## src/rtl/fetch_unit.sv

```systemverilog
`default_nettype none
// =============================================================================
// fetch_unit : PC + ROM address generator with registered valid/ready output
// Revision   : 1.0
// =============================================================================
module fetch_unit #(
    parameter logic [31:0] RESET_PC  = 32'h0000_0000,
    parameter int unsigned ROM_DEPTH = 256
) (
    input  logic        clk,
    input  logic        rst_n,
    input  logic        fetch_en,
    input  logic        redirect_valid,
    input  logic [31:0] redirect_pc,
    output logic [31:0] address,
    input  logic [31:0] data_in,
    output logic [31:0] instr,
    output logic [31:0] instr_pc,
    output logic        instr_valid,
    input  logic        instr_ready,
    output logic        instr_fault,
    output logic        halted
);

    typedef enum logic [0:0] {
        ST_RUN  = 1'b0,
        ST_HALT = 1'b1
    } state_t;

    // 33 bits so that ROM_DEPTH up to 2^30 compares without truncation
    localparam logic [32:0] DEPTH_W = 33'(ROM_DEPTH);

    state_t      state;
    state_t      state_next;
    logic [31:0] pc;
    logic        fire;
    logic        in_range;

    assign address  = pc;
    assign halted   = (state == ST_HALT);
    assign in_range = ({3'b000, pc[31:2]} < DEPTH_W);

    always_ff @(posedge clk or negedge rst_n) begin
        if (!rst_n) begin
            state <= ST_RUN;
        end else begin
            state <= state_next;
        end
    end

    always_comb begin
        state_next = state;
        fire       = (state == ST_RUN) && fetch_en && !redirect_valid &&
                     (!instr_valid || instr_ready);
        if (redirect_valid) begin
            state_next = ST_RUN;
        end else if (fire && !in_range) begin
            state_next = ST_HALT;
        end
    end

    always_ff @(posedge clk or negedge rst_n) begin
        if (!rst_n) begin
            pc          <= {RESET_PC[31:2], 2'b00};
            instr       <= 32'h0;
            instr_pc    <= 32'h0;
            instr_valid <= 1'b0;
            instr_fault <= 1'b0;
        end else if (redirect_valid) begin
            // Flush wins over any fetch; a coincident handshake is simply dropped
            pc          <= {redirect_pc[31:2], 2'b00};
            instr_valid <= 1'b0;
            instr_fault <= 1'b0;
        end else if (fire) begin
            instr_pc    <= pc;
            instr_valid <= 1'b1;
            if (in_range) begin
                instr       <= data_in;
                instr_fault <= 1'b0;
                pc          <= pc + 32'd4;
            end else begin
                instr       <= 32'h0;
                instr_fault <= 1'b1;
            end
        end else if (instr_valid && instr_ready) begin
            instr_valid <= 1'b0;
        end
    end

endmodule
`default_nettype wire

```

## config.mk

```make
export PLATFORM = sky130hd
export DESIGN_NAME = fetch_unit
export DESIGN_NICKNAME = d
export VERILOG_FILES = /design/src/rtl/fetch_unit.sv
export SDC_FILE = /design/constraint.sdc
export NUM_CORES = 1
export LEC_CHECK = 0
export CAP_MARGIN = 20
export CORE_ASPECT_RATIO = 1.2
export CORE_MARGIN = 2
export CORE_UTILIZATION = 35
export CTS_CLUSTER_DIAMETER = 80
export DETAILED_ROUTE_END_ITERATION = 8
export DONT_BUFFER_PORTS = 1
export PLACE_DENSITY_LB_ADDON = 0.25
export SYNTH_ARGS = -nofsm -noshare
export SYNTH_HDL_FRONTEND = slang
export SYNTH_SLANG_ARGS = --single-unit
```

## constraint.sdc

```tcl
create_clock -name clk -period 3.3 [get_ports clk]
set_clock_uncertainty 0.1 [all_clocks]
set_input_delay 0.495 -clock clk [delete_from_list [all_inputs] [get_ports clk]]
set_output_delay 0.495 -clock clk [all_outputs]
set_load 0.02 [all_outputs]
```

==> impl_metrics.ini, run 1 <==
[timing]
finalSetupTns_ps = 0
post-route-period-util_pct = 67.04
setup-violations-final = 0
whs_ps = -23.03
rsz0062_at_grt = false
finalHoldViolations = 42
worst_slack_ps = 1088
drv_slew = 0
finalCriticalPeriod_ps = 2212
max_freq_mhz = 452.0

[synth]
synth_area_per_cell_um2 = 14.62
synth_top_area_cell = dfrtp_1
synth_seq_cells = 95
synth_cell_types = 41
syn_inst = 269
synthTopCellsByCount = 95 x dfrtp_1, 34 x mux2_2, 32 x a22o_1
synthesis.area_mm2 = 0.003934
synth_seq_area_share_pct = 60.43
yosysTopAreaCellShare_pct = 60.43
async_flop_share_pct = 100.0
synth_edf_count = 0
yosysMostFrequentCell = dfrtp_1
synth_warnings = 0
synthFlopType = dfrtp_1
synthTopCellsByArea = dfrtp_1 60%, mux2_2 9.7%, a22o_1 7.1%

[min_path]
hp-class = primary input to asynchronous set/reset pin

[outcome]
outcome = finished, violations left
failed_checks = negative hold slack

[critical_path]
startpoint_type = register
end_kind = register
crit_type = register to register
cp_slowest_cell = dfrtp_1
required_ps = 3460
rrSetupSlack_ps = 1090
cp_cell_sequence = nor4_4, nand4_4, nor4_4, buf_4, a22o_1
reg2reg_to = instr[17]
path_max_fanout = 32
path_common_cell = nor4_4
rr_worst_depth = 5
worstPathArrival_ps = 2370
critical-path-max-stage-delay_ps = 510
reg2reg_from = address[20]

[clock_network]
cts_root_buf = clkbuf_16
clk_latency_ps = 330
cts.path.max_buffers = 2
htreeDepth = 3
cts_tree = done
cts_buffers = 9
clkTransAtPathRegs_ps = 70
cts.sinks = 95

[place]
dpl_cell_area_mm2 = 0.004024
place_congestion = 0.7593
dpl.hpwl_um = 6150
pre_cts_slack_ps = 1077
numPortBuffers = 0

[routing]
viasPerCell = 5.644
num_vias = 2280
drt_iter0_drc = 76
firstDrtPassIters = 4
wl_per_cell_um = 22.18
drt_wl_total_um = 8961
drc = 0
ant_nets = 0

[global_routing]
first_global_vias = 2386
antenna_found_initial = 0
grt_pass1_wl_um = 13740
gr-total-overflow = 0
track_usage_pct = 14.83
grt_max_degree = 96

[finish]
fin_nets = 338
nFillCells = 1001
antennaDiodeCount = 0
drive_gt1_share_pct = 22.43
stdcell_area_mm2 = 0.004357
syn2layout_area_growth_pct = 10.75

[power]
p_int_mw = 2.085
power_frac_clock_pct = 36.9
ir_drop_uv = 316.1
p_sw_mw = 0.8292
seqPwrFrac_pct = 55.4
swShare_pct = 28.45
p_comb_share_pct = 7.7
power.density_mw_per_mm2 = 669.0
leakagePower_nw = 1.860

[floorplanning]
io_pins = 168
core_mm2 = 0.01098
die_w_um = 100.8
start_util_pct = 35.82
die_y_um = 120.1
rows = 42
die_area_mm2 = 0.01211

[job]
maxCapViolCount = 0
[repair_timing]
| action | in CTS | in global routing |
|---|---|---|
| setup endpoints to repair | 0 | 0 |
| hold endpoints to repair | 95 | 0 |
| hold buffers | 1 | 0 |
| setup buffers | 0 | 0 |
| resized for setup | 0 | 0 |
[layout make-up]
type                            count  area [µm²]  share of cell area (%)
Inverter                            1       3.754                 0.08616
Tap cell                          132       165.2                   3.791
Timing Repair Buffer                3       55.05                   1.264
Sequential cell                    95        2377                   54.57
Multi-Input combinational cell    158        1450                   33.29
Clock inverter                      3       68.82                   1.580
Clock buffer                       12       236.5                   5.428
[cells by family (layout without fill, tap and decap cells)]
group	Yosys count	after routing	share of synthesized area [%]
compound gates	54	54	11.64
fa+ha+maj	1	1	0.3180
buf+inv	19	19	3.053
flops	95	95	60.43
mux	51	51	14.60
other cells	1	4	0.09533
simple gates	48	48	9.860
[metal layers]
layer	GRT usage [%]	wire length [µm]	vias to the layer above
met5	0	0	-
met2	23.58	4501	85
met1	18.74	3689	1169
met3	4.310	569	15
met4	6.250	201	0
li1	-	-	1011
[metrics by stage]
stage                     instances  utilization (%)  power [mW]
after floorplan                 272                -       1.776
after global placement          388            36.64       1.834
after detailed placement        388            36.64       1.845
after CTS                       404            39.67       2.962
after global routing            404            39.67       3.048
final                           404            39.67       2.915
[state kept, by name (all words and copies together) (netlist names)]
name         count
instr_pc        30
address         30
instr_fault      1
instr_valid      1
halted           1
instr           32
[layout by cell type (no fill, tap or decap), types with 2 or more instances in the layout]
cell type  instances
dfrtp_1           95
mux2_2            34
a22o_1            32
mux2_1            17
clkbuf_16          9
nor2_1             7
nor4_4             6
nand2b_1           4
nand3_1            4
or4_1              4
o31ai_1            4
o31a_1             4
conb_1             4
nor2b_1            3
nand2_1            3
nand4_1            3
clkbuf_1           3
and3_1             2
a2bb2oi_1          2
nor3_1             2
o311a_1            2
a221o_1            2
nor4_1             2
a31oi_1            2
a21oi_1            2
bufinv_16          2
[power groups by stage]
stage                     Sequential, mW  Combinational, mW  Clock, mW
after detailed placement            1.64              0.204          0
after floorplan                     1.59              0.184          0
after CTS                           1.62              0.231       1.11
final                               1.61              0.225       1.08
after global routing                1.64              0.252       1.16
after global placement              1.64              0.195          0
[worst max path at each step]
stage / from / to / slack (ps) / cells after the start
after global placement: address[20] / instr[29] / 1100 / 5
final: address[20] / instr[17] / 1090 / 5
after floorplan: address[19] / address[5] / 1380 / 5
after global routing: address[20] / instr[17] / 940 / 5
after detailed placement: address[20] / instr[17] / 1080 / 5
after CTS: address[20] / instr[17] / 1060 / 5
[critical path: cells and delay by family (launching register included)]
family / cells / cell delay [ps]
buffers and inverters: 1 / 370
flip-flops: 1 / 510
AND/OR/NAND/NOR: 3 / 950
AO/OA/AOI/OAI: 1 / 200
No activity file was read; power rests on OpenSTA's default activity.
==> inputs of run 2 (changes only) <==
- clock period: 3.3 -> 2.2 ns (I/O delays scaled with it)
==> impl_metrics.ini, run 2 (same netlist as run 1, synthesis figures left out) <==
[timing]
whs_ps = -419.4
drv_slew = 0
finalHoldViolations = 95
post-route-period-util_pct = 93.23
finalSetupTns_ps = 0
setup-violations-final = 0
finalCriticalPeriod_ps = 2051
max_freq_mhz = 487.6
rsz0062_at_grt = false

[routing]
wl_per_cell_um = 21.45
drt_wl_total_um = 9118
drt_iter0_drc = 95
viasPerCell = 5.640
firstDrtPassIters = 4
drc = 0
num_vias = 2397
ant_nets = 0

[power]
power_frac_clock_pct = 40.5
p_sw_mw = 1.266
leakagePower_nw = 1.983
p_int_mw = 3.398
p_comb_share_pct = 9.2
swShare_pct = 27.14
ir_drop_uv = 417.7
power.density_mw_per_mm2 = 1022
seqPwrFrac_pct = 50.3

[global_routing]
grt_pass1_wl_um = 13950
track_usage_pct = 15.22
antenna_found_initial = 0
gr-total-overflow = 0
grt_max_degree = 96
first_global_vias = 2405

[clock_network]
clkTransAtPathRegs_ps = 70
cts_tree = done
cts.sinks = 95
cts_root_buf = clkbuf_16
cts_buffers = 9
cts-hold-fix-buffers = 1
clk_latency_ps = 340
cts.path.max_buffers = 2
htreeDepth = 3

[min_path]
hp-class = primary input to asynchronous set/reset pin

[critical_path]
path_max_fanout = 17
startpoint_type = register
cp_cell_sequence = nor4_4, nand4_4, or4_1, a2bb2oi_1
worstPathArrival_ps = 2210
critical-path-max-stage-delay_ps = 630
cp_slowest_cell = or4_1
end_kind = register
crit_type = register to register
required_ps = 2360
crit_family = simple AND/OR/NAND/NOR gates
path_buf_inv = 0

[floorplanning]
rows = 42
start_util_pct = 35.82
die_w_um = 100.8
die_area_mm2 = 0.01211
die_y_um = 120.1
io_pins = 168
core_mm2 = 0.01098

[finish]
final_cell_mix = 95 x dfrtp_1, 34 x mux2_2, 32 x a22o_1
largest_register = instr
fin_cells = 425
register_area_mm2 = 0.002377
final_common_cell = dfrtp_1
syn2layout_area_growth_pct = 16.00
nFillCells = 1005
multi_input_comb_area_mm2 = 0.001450
largest_reg_flops = 32
antennaDiodeCount = 0
drive_gt1_share_pct = 28.67
fin_nets = 359

[place]
numPlacedInstances = 409
dpl.hpwl_um = 6215
numPortBuffers = 0
place_congestion = 0.7544

[outcome]
failed_checks = negative hold slack
outcome = finished, violations left

[job]
maxCapViolCount = 0
-- run 2: final timing paths --
| check | depth (start not counted) | slack [ps] | end | from |
|---|---|---|---|---|
| setup / recovery | 4 | 150 | address[10] | address[28] |
| hold / removal | 0 | -420 | instr_pc[15] | rst_n |
| setup reg to reg | 4 | 150 | address[10] | address[28] |
| hold reg to reg | 2 | 470 | address[3] | address[3] |
| max in group asynchronous | 0 | 2300 | instr[10] | rst_n |
| min in group clk | 1 | 20 | instr[0] | data_in[0] |
-- run 2: power groups by stage --
stage / Sequential, mW / Clock, mW / Combinational [mW]
2_1_floorplan: 2.39 / 0 / 0.276
3_5_place_dp: 2.38 / 0 / 0.434
3_3_place_gp: 2.38 / 0 / 0.423
6_report: 2.35 / 1.89 / 0.430
5_1_grt: 2.37 / 1.99 / 0.470
4_1_cts: 2.35 / 1.94 / 0.438
-- run 2: stage by stage --
step / cell area (µm²) / power, mW / utilization, % / hold slack [ps] / setup slack (ps)
after detailed placement: 4194 / 2.817 / 38.19 / -63.82 / 155.8
after CTS: 4563 / 4.727 / 41.55 / -439.4 / 127.3
after global routing: 4563 / 4.833 / 41.55 / -442.6 / 45.58
final: 4563 / 4.664 / 41.55 / -419.4 / 149.0
after global placement: 4194 / 2.802 / 38.19 / -63.94 / 181.1
after floorplan: 3945 / 2.663 / - / -65.59 / 276.2
-- run 2: area by class of cell --
type | count | share of cell area, %
sequential | 95 | 52.10
multi-input combinational | 158 | 31.78
clock buffer | 9 | 4.936
timing repair buffer | 24 | 4.552
tap | 132 | 3.619
clock inverter | 6 | 2.934
inverter | 1 | 0.08226
-- run 2: worst reg2reg max path, stage by stage, from the launching register on --
cell       delay (ps)
dfrtp_1           410
nor4_4            370
nand4_4           310
or4_1             630
a2bb2oi_1         150
-- run 2: what timing repair did --
action                                 in CTS  in global routing
gates resized for setup                     0                  0
endpoints found under the hold margin      97                 95
setup buffers                               0                  0
-- run 2: routing by layer --
layer / global-route usage (%) / up-vias / wire [µm]
li1: - / 1052 / -
met4: 7.449 / 0 / 240
met2: 23.67 / 96 / 4607
met1: 19.00 / 1231 / 3634
met3: 4.834 / 18 / 636
met5: 0 / - / 0
==> inputs of run 3 (changes only) <==
--- a/config.mk
+++ b/config.mk
@@ -13,5 +13,7 @@
 export DETAILED_ROUTE_END_ITERATION = 8
 export DONT_BUFFER_PORTS = 1
+export GPL_TIMING_DRIVEN = 0
 export PLACE_DENSITY_LB_ADDON = 0.25
+export RECOVER_POWER = 50
 export SYNTH_ARGS = -nofsm -noshare
 export SYNTH_HDL_FRONTEND = slang
==> constraint.sdc (replaced) <==
create_clock -name clk -period 2.2 [get_ports clk]
set_clock_uncertainty 0.1 [all_clocks]
set_input_delay 0.33 -clock clk [delete_from_list [all_inputs] [get_ports clk]]
set_output_delay 0.33 -clock clk [all_outputs]
set_load 0.05 [all_outputs]
==> impl_metrics.ini, run 3 (same netlist as run 1, synthesis figures left out) <==
[routing]
drc = 0
firstDrtPassIters = 4
wl_per_cell_um = 22.48
drt_iter0_drc = 67
num_vias = 2405
viasPerCell = 5.593
ant_nets = 0
drt_wl_total_um = 9665

[critical_path]
critical-path-max-stage-delay_ps = 530
worstPathArrival_ps = 2260
crit_family = compound AO/OA/AOI/OAI gates
cp_slowest_cell = dfrtp_2
cp_cell_sequence = nor4_4, buf_4, nand4_2, o311a_1, a221o_1
end_kind = register
crit_type = register to register
reg2reg_from = address[14]
startpoint = address[14]
path_buf_inv = 1
startpoint_type = register
required_ps = 2320
path_max_fanout = 4

[finish]
fin_cells = 430
antennaDiodeCount = 0
syn2layout_area_growth_pct = 15.14
largest_reg_flops = 32
nFillCells = 1030
drive_gt1_share_pct = 34.90
stdcell_area_mm2 = 0.004529
final_cell_mix = 76 x dfrtp_1, 34 x mux2_2, 32 x a22o_1
utilization_pct = 41.24
largest_register = instr
fin_nets = 364
final_common_cell = dfrtp_1

[clock_network]
cts_buffers = 9
clkTransAtPathRegs_ps = 70
cts.sinks = 95
cts.path.max_buffers = 2
cts_root_buf = clkbuf_16
htreeDepth = 3
clk_latency_ps = 340
cts_tree = done

[global_routing]
first_global_vias = 2417
met3_usage_pct = 5.416
gr-total-overflow = 0
busiest_layer = met2
antenna_found_initial = 0
grt_max_degree = 96
met2_usage_pct = 25.04
grt_pass1_wl_um = 14340
track_usage_pct = 15.85
met1_usage_pct = 19.38

[job]
maxCapViolCount = 0

[timing]
finalHoldViolations = 95
drv_slew = 0
post-route-period-util_pct = 96.96
worstMarginPinSlew_ps = 699.6
slew_headroom_pct = 53.36
finalCriticalPeriod_ps = 2133
rsz0062_at_grt = false
max_freq_mhz = 468.8
setup-violations-final = 0
whs_ps = -418.3

[floorplanning]
die_y_um = 120.1
io_pins = 168
start_util_pct = 35.82
rows = 42
die_w_um = 100.8
die_area_mm2 = 0.01211
core_mm2 = 0.01098

[power]
leakagePower_nw = 1.929
power_mw = 4.797
power.density_mw_per_mm2 = 1059
ir_drop_uv = 472.4

[place]
numPlacedInstances = 404
dpl.hpwl_um = 6844
dpl_cell_area_mm2 = 0.004110
numPortBuffers = 0
place_congestion = 0.7412

[outcome]
failed_checks = negative hold slack
outcome = finished, violations left

[min_path]
hp-class = primary input to asynchronous set/reset pin
[run 3: area by class of cell]
cell class	count	area, µm²	area share, %
Sequential cell	95	2401	53.01
Multi-Input combinational cell	159	1469	32.43
Clock buffer	10	239.0	5.276
Tap cell	132	165.2	3.646
Buffer	18	116.4	2.569
Timing Repair Buffer	10	76.32	1.685
Clock inverter	5	58.81	1.298
Inverter	1	3.754	0.08287
[run 3: path summary, 6_finish.rpt]
| path | endpoint | slack, ps | cells past startpoint |
|---|---|---|---|
| min in group clk | instr[6] | 20 | 1 |
| max | address[8] | 70 | 5 |
| min | instr_pc[15] | -420 | 0 |
| max in group asynchronous | address[22] | 2260 | 0 |
| max reg2reg | address[8] | 70 | 5 |
| min reg2reg | halted | 650 | 1 |
[run 3: report_power, final]
part	internal [mW]	switching (mW)
combinational	0.189	0.155
sequential	1.95	0.960
clock	0.905	0.641
total	3.04	1.76
[run 3: per-stage QoR]
stage	worst slack (ps)	TNS [ps]
after global placement	-187.4	-7352
after detailed placement	-223.7	-9215
final	66.85	0
after floorplan	125.9	0
after CTS	2.073	0
after global routing	0.2134	0
[run 3: what timing repair did]
action | in CTS | in global routing
endpoints found under the setup margin | 67 | 67
cloned | 0 | 2
hold endpoints to repair | 95 | 95
buffers inserted | 3 | 6
pin swaps | 4 | 5
gates resized for setup | 17 | 8
[run 3: layer usage]
metal  routed length (µm)  up-vias
met5                    0        -
met4                  227        0
met3                  646       16
met2                 4956       97
met1                 3835     1226
li1                     -     1066
